[config.mk]
export PLATFORM = sky130hd
export DESIGN_NAME = mips_avl_arbiter
export DESIGN_NICKNAME = d
export VERILOG_FILES = /design/src/rtl/mips_avl_pkg.sv /design/src/rtl/mips_avl_rr_pick.sv /design/src/rtl/mips_avl_arbiter.sv
export SDC_FILE = /design/constraint.sdc
export NUM_CORES = 1
export LEC_CHECK = 0
export CAP_MARGIN = 25
export CORE_AREA = 2 2 122 124
export CTS_CLUSTER_SIZE = 40
export DETAILED_ROUTE_END_ITERATION = 12
export DIE_AREA = 0 0 124 126
export SYNTH_ARGS = -nofsm -noshare
export SYNTH_HDL_FRONTEND = slang
export SYNTH_HIERARCHICAL = 1
export SYNTH_SLANG_ARGS = --single-unit
[constraint.sdc]
create_clock -name clk -period 2.1 [get_ports clk]
set_clock_uncertainty 0.15 [all_clocks]
set_input_delay 0.63 -clock clk [delete_from_list [all_inputs] [get_ports clk]]
set_output_delay 0.63 -clock clk [all_outputs]
set_load 0.02 [all_outputs]
[src/rtl/mips_avl_pkg.sv]
// Shared types and Avalon-MM width constants for the MIPS bus arbiter.
package mips_avl_pkg;

    localparam int AVL_ADDR_W = 32;
    localparam int AVL_DATA_W = 32;
    localparam int AVL_BE_W   = 4;

    typedef enum logic [1:0] {
        IDLE = 2'd0,
        GNT0 = 2'd1,
        GNT1 = 2'd2
    } arb_state_t;

endpackage

[src/rtl/mips_avl_rr_pick.sv]
// Combinational two-way picker: round-robin on a tie, or m0-wins when FIXED_PRIORITY is set.
module mips_avl_rr_pick #(
    parameter int FIXED_PRIORITY = 0
) (
    input  logic [1:0] req,
    input  logic       last,
    output logic [1:0] pick
);

    // last = 1 means m1 owned the previous grant, so m0 is next in line on a tie.
    always_comb begin
        pick = 2'b00;
        case (req)
            2'b01:   pick = 2'b01;
            2'b10:   pick = 2'b10;
            2'b11: begin
                if (FIXED_PRIORITY != 0 || last) begin
                    pick = 2'b01;
                end else begin
                    pick = 2'b10;
                end
            end
            default: pick = 2'b00;
        endcase
    end

endmodule

[src/rtl/mips_avl_arbiter.sv]
// Two-master Avalon-MM arbiter: one whole transfer per grant, with a sticky slave-stall watchdog.
module mips_avl_arbiter
    import mips_avl_pkg::*;
#(
    parameter int FIXED_PRIORITY = 0,
    parameter int MAX_WAIT       = 255
) (
    input  logic                  clk,
    input  logic                  reset,
    input  logic [AVL_ADDR_W-1:0] m0_address,
    input  logic [AVL_DATA_W-1:0] m0_writedata,
    input  logic [AVL_BE_W-1:0]   m0_byteenable,
    input  logic                  m0_read,
    input  logic                  m0_write,
    output logic [AVL_DATA_W-1:0] m0_readdata,
    output logic                  m0_waitrequest,
    input  logic [AVL_ADDR_W-1:0] m1_address,
    input  logic [AVL_DATA_W-1:0] m1_writedata,
    input  logic [AVL_BE_W-1:0]   m1_byteenable,
    input  logic                  m1_read,
    input  logic                  m1_write,
    output logic [AVL_DATA_W-1:0] m1_readdata,
    output logic                  m1_waitrequest,
    output logic [AVL_ADDR_W-1:0] s_address,
    output logic [AVL_DATA_W-1:0] s_writedata,
    output logic [AVL_BE_W-1:0]   s_byteenable,
    output logic                  s_read,
    output logic                  s_write,
    input  logic [AVL_DATA_W-1:0] s_readdata,
    input  logic                  s_waitrequest,
    output logic                  bus_error,
    output logic [1:0]            grant
);

    localparam logic [15:0] MAX_WAIT_C = 16'(MAX_WAIT);

    arb_state_t  state_q, state_d;
    logic        last_q, last_d;
    logic [15:0] wait_cnt_q, wait_cnt_d;
    logic        bus_error_q, bus_error_d;

    logic        req0, req1, own_req;
    logic [1:0]  pick;
    logic [15:0] wait_inc;

    assign req0     = m0_read | m0_write;
    assign req1     = m1_read | m1_write;
    assign wait_inc = wait_cnt_q + 16'd1;
    assign own_req  = (state_q == GNT0) ? req0 : ((state_q == GNT1) ? req1 : 1'b0);

    mips_avl_rr_pick #(
        .FIXED_PRIORITY(FIXED_PRIORITY)
    ) u_pick (
        .req  ({req1, req0}),
        .last (last_q),
        .pick (pick)
    );

    always_ff @(posedge clk) begin
        if (reset) begin
            state_q     <= IDLE;
            last_q      <= 1'b1;
            wait_cnt_q  <= '0;
            bus_error_q <= 1'b0;
        end else begin
            state_q     <= state_d;
            last_q      <= last_d;
            wait_cnt_q  <= wait_cnt_d;
            bus_error_q <= bus_error_d;
        end
    end

    // A grant ends on completion, on the owner dropping its request, or on watchdog expiry.
    always_comb begin
        state_d     = state_q;
        last_d      = last_q;
        wait_cnt_d  = wait_cnt_q;
        bus_error_d = bus_error_q;
        case (state_q)
            IDLE: begin
                wait_cnt_d = '0;
                if (pick[0]) begin
                    state_d = GNT0;
                    last_d  = 1'b0;
                end else if (pick[1]) begin
                    state_d = GNT1;
                    last_d  = 1'b1;
                end
            end
            GNT0, GNT1: begin
                if (!own_req || !s_waitrequest) begin
                    state_d = IDLE;
                end else begin
                    wait_cnt_d = wait_inc;
                    if (wait_inc == MAX_WAIT_C) begin
                        bus_error_d = 1'b1;
                        state_d     = IDLE;
                    end
                end
            end
            default: state_d = IDLE;
        endcase
    end

    always_comb begin
        s_address      = '0;
        s_writedata    = '0;
        s_byteenable   = '0;
        s_read         = 1'b0;
        s_write        = 1'b0;
        m0_readdata    = '0;
        m1_readdata    = '0;
        m0_waitrequest = req0;
        m1_waitrequest = req1;
        grant          = 2'b00;
        case (state_q)
            GNT0: begin
                s_address      = m0_address;
                s_writedata    = m0_writedata;
                s_byteenable   = m0_byteenable;
                s_read         = m0_read & ~m0_write;
                s_write        = m0_write;
                m0_readdata    = s_readdata;
                m0_waitrequest = s_waitrequest;
                grant          = 2'b01;
            end
            GNT1: begin
                s_address      = m1_address;
                s_writedata    = m1_writedata;
                s_byteenable   = m1_byteenable;
                s_read         = m1_read & ~m1_write;
                s_write        = m1_write;
                m1_readdata    = s_readdata;
                m1_waitrequest = s_waitrequest;
                grant          = 2'b10;
            end
            default: ;
        endcase
    end

    assign bus_error = bus_error_q;

endmodule

## Yosys cells after proc, flatten, opt, wreduce, memory -nomap -nowiden

Index checks and enable logic that the tools add are counted.

- Register bits after elaboration: 20
- Bits in latches: 0
- Bits in writable memories: 0
- Memory bits (read-only): 0
- Output and inout bits: 139
- Word-level logic and storage cells: 55
- Memories: 0

- $add $sub $neg: 1
- Multiply operators: 0
- Div/mod/pow operators: 0
- $lt $le $gt $ge: 0
- Equality and inequality tests: 9
- Shifts and indexed selects: 0
- Mux-type cells: 23
- Bitwise operators: 7
- Reductions and logical operators: 11

Operator list:

| kind | count |
|---|---|
| one-hot mux 32 bit (2 select lines) | 2 |
| two-way mux 32 bit | 2 |
| one-hot mux 16 bit (2 select lines) | 1 |
| adder 16 x 1 -> 16 bit (second input constant) | 1 |
| == test 16 x 8 -> 1 bit (second input constant) | 1 |
| two-way mux 16 bit | 1 |
| two-way mux 2 bit | 5 |
| one-hot mux 2 bit (2 select lines) | 2 |
| one-hot mux 4 bit (2 select lines) | 1 |
| == test 2 bit (second input constant) | 3 |
| two-way mux 1 bit | 6 |
| != test 3 bit (second input constant) | 2 |
| one-hot mux 2 bit (3 select lines) | 1 |
| AND reduction 2 bit | 3 |
| == test 2 x 1 -> 1 bit (second input constant) | 2 |
| one-hot mux 1 bit (2 select lines) | 2 |
| nonzero test 2 bit | 2 |
| NOT 1 bit | 3 |
| AND reduction 3 bit | 1 |
| AND 1 bit | 2 |
| logical NOT 1 bit | 2 |
| logical NOT 2 bit | 1 |
| != test 2 bit (second input constant) | 1 |
| bitwise OR 1 bit | 2 |
| 2 further kinds | 2 |

## Depth between registers and ports, before layout

- Word-level depth: 7
- Gate-level depth with buffers: 10

## Hierarchy

Netlist, hierarchy kept.

Modules (own cells, without submodules):

| module | times used | cells an instance | area an instance (um^2) | sequential area each (um^2) |
|---|---|---|---|---|
| mips_avl_arbiter | 1 | 421 | 2851.5 | 400.4 |
| mips_avl_rr_pick | 1 | 3 | 18.8 | 0.0 |

## Worst setup path before layout

No wires, ideal clock.

- Kind: register to output
- From: register state_q[0]
- To: output port s_address[10]
- Data arrival time: 1.889 ns
- Setup slack: -0.569 ns
- Stages on the path, launching flop included: 8
- Path buffers: 3
- Cell sequence: dfxtp_1 > inv_1 > ha_1 > clkbuf_1 > clkbuf_1 > buf_1 > a22oi_1 > nor2b_1

- Word-level cells in the longest chain between the ends: 2
- Elaborated cells on any way between the ends: 3
- Those cells by class: 2 x eq/ne; 1 x mux

Ends and longest elaborated chain:

| item | RTL line | text |
|---|---|---|
| from (decl) | mips_avl_arbiter.sv:37 | `arb_state_t state_q, state_d;` |
| from (signal assigned) | mips_avl_arbiter.sv:66 | `state_q <= state_d;` |
| == test 2 bit or == test 2 x 1 -> 1 bit (tied branches) | mips_avl_arbiter.sv:116 | `case (state_q)` |
| one-hot mux 32 bit (2 select lines) * | mips_avl_arbiter.sv:116 |  |
| to (decl) | mips_avl_arbiter.sv:24 | `output logic [AVL_ADDR_W-1:0] s_address,` |

Every way passes the cells marked *; elsewhere a longest branch is shown, timed or not.

## Worst setup path after layout

- From: register state_q[1]
- To: output port s_address[1]

Same word-level chain as after synthesis.

==> metrics.cfg <==
[outcome]
status=finished with violations
violations=setup timing

[sta]
fmax_mhz=394
fin_crit_sh=1.21
hold_viol=0
fin_tns_setup_ps=-40760
min_period_ps=2540
layout_setup_ws_ps=-436
maxSlewViolCount=0
rsz0062_at_grt=yes
tightest_slew_ps=429
setup_viol=156
fin_hold_ws_ps=323
slew_headroom=0.711

[grt]
overflow=0
grt_max_degree=34
grtUsageTotal=0.216
grt_pass1_wl_mm=26.6
antenna_found_initial=0
grt_pass1_vias=4707

[finish]
layout.nets=997
syn_to_final_growth_pct=216
drive_above_1_share=0.626
seqCellArea_um2=410
n_fill_cell=1117
diodes=0
design_area_um2=9070
multiInputGateArea_um2=3450

[setup_path]
cp_data_required_time_ps=1320
worstPathArrival_ps=1760
criticalPathCategory=reg2out
end_kind=output port
crit_path_top_delay_cell=dfxtp_4
cp_max_fo=7
worstPathCellList=buf_6 > ha_4 > buf_8 > buf_16 > buf_8 > a22oi_2 > nor2b_4 > buf_6
cpPeakStageDelay_ps=360
startpoint_type=register

[pwr]
powerDensity_nw_per_um2=451
p_leak_nw=3.54
power.total_mw=4.09
ir_drop_uv=320

[floorplanning]
coreArea_um2=14300
io_pins=314
row_count=44
floorplan.initialDensity=0.201
die_w_um=124
die-height_um=126
die_area_um2=15600

[synth]
yosysTopAreaCellShare=0.180
synth_area_um2=2870
async_reset_ff_frac=0
synth_nets=604
yosysWarnings=6
ys_seq_area_frac=0.139
ys_top_cells_by_area=a22oi_1 (18%), nor2b_1 (15%), and2_1 (15%)
synth_top_area_cell=a22oi_1
syn_area_per_cell_um2=6.77
synthDistinctLibCells=47
synth_edf_count=0
synthCells=424
synth_ff_type=dfxtp_1
yosys_register_bits=20

[clocking]
clk_pin_slew_worst_paths_ps=60
cts_made_buffers=3
clockBufferDepth=2
htreeDepth=1
clkSinkCount=20
hold_buffers=0
cts_tree=built
clock_latency_ps=250
root_buffer=clkbuf_16

[routing]
routedWlPerCell_um=20.0
post-route-drc-count=0
dr.pass1.iters=4
drt_iter0_drc=174
vias=4844
antenna_left=0
totalWireLength_mm=20.0
vias_per_cell=4.84

[placed_design]
dpl_cell_area_um2=7190
gp_congestion=0.901
io_buffer_count=313
hpwl_mm=13.3

[run]
cap_violations=0

[hold_path]
hp-class=reg2reg

[state kept, by name, indices dropped and copies added (netlist names)]
name,count
wait_cnt_q,16
last_q,1
state_q,2
bus_error,1
[cell families after synthesis]
kind of cell | share of synthesized area
buffers and inverters | 0.0689
AO/OA/AOI/OAI | 0.298
flip-flops | 0.139
XOR/XNOR | 0.0214
AND/OR/NAND/NOR | 0.447
adder cells (fa/ha/maj) | 0.0218
multiplexers | 0.00349
[final timing paths]
path	start	depth (start not counted)	endpoint	slack, ps
setup / recovery	state_q[1]	8	s_address[1]	-440
hold / removal	bus_error	2	bus_error	320
setup reg to reg	state_q[1]	10	wait_cnt_q[13]	-290
hold reg to reg	bus_error	2	bus_error	320
[power breakdown]
group / leakage (nW) / internal, mW / total, mW / switching, mW
Combinational: 3.34 / 1.90 / 3.26 / 1.36
Clock: 0.0442 / 0.291 / 0.437 / 0.146
Sequential: 0.164 / 0.389 / 0.398 / 0.00914
Total: 3.54 / 2.58 / 4.09 / 1.51
[synth_stat cells, types with 3 or more instances]
library cell,instances
nand2_1,11
inv_1,6
nor2b_1,69
a31oi_1,5
nand3b_1,6
or2_2,3
ha_1,5
clkbuf_1,37
and3_1,3
a21oi_1,21
a22oi_1,69
nand3_1,4
nand2b_1,4
buf_2,5
and2_1,68
dfxtp_1,20
o21bai_1,3
nand4_1,6
xnor2_1,5
buf_1,3
o21ai_0,14
nor2_1,24
nor3_1,3
[per-stage QoR]
stage	setup slack (ps)	instances	utilization
after floorplan	-30.7	424	-
after global placement	-854	939	0.502
after detailed placement	-847	939	0.502
after CTS	-423	969	0.553
after global routing	-477	1000	0.634
final	-436	1000	0.634
[timing repair]
action | CTS | global route
resized for setup | 668 | 346
pin swaps | 54 | 47
gates cloned | 9 | 12
setup endpoints to repair | 154 | 158
buffers inserted | 17 | 22
[metal layers]
| layer | part of all wire | routed length [µm] | global-route usage | up-vias |
|---|---|---|---|---|
| met4 | 0.028 | 567 | 0.0456 | 0 |
| met1 | 0.38 | 7580 | 0.242 | 2351 |
| met5 | 0 | 0 | 0 | - |
| met3 | 0.060 | 1190 | 0.0358 | 34 |
| met2 | 0.53 | 10700 | 0.417 | 170 |
| li1 | - | - | - | 2289 |
[critical path: cells and delay by family (launching register included)]
family | cells | cell delay (ps)
compound gates | 1 | 230
fa+ha+maj | 1 | 180
flops | 1 | 360
buf+inv | 5 | 680
simple gates | 1 | 60
[final cells by class]
type / instances / area share
repair buffers: 433 / 0.537
inverters: 6 / 0.00276
flip-flops and latches: 20 / 0.0452
well taps: 184 / 0.0254
multi-input cells: 353 / 0.380
clock buffers: 4 / 0.00979
[cells in the final DEF, fill, tap and decap left out, types with 7 or more instances in the layout]
cell type / count
buf_8: 9
a21oi_1: 14
a21oi_2: 7
a22oi_2: 70
and2_4: 64
dfxtp_1: 16
nor2b_4: 54
buf_12: 16
buf_6: 159
nand2_1: 9
buf_2: 11
nor2_1: 21
buf_16: 9
clkdlybuf4s50_1: 170
clkbuf_16: 11
nor2b_2: 15
buf_4: 45
Note: power is estimated with default switching activity, not from simulation.
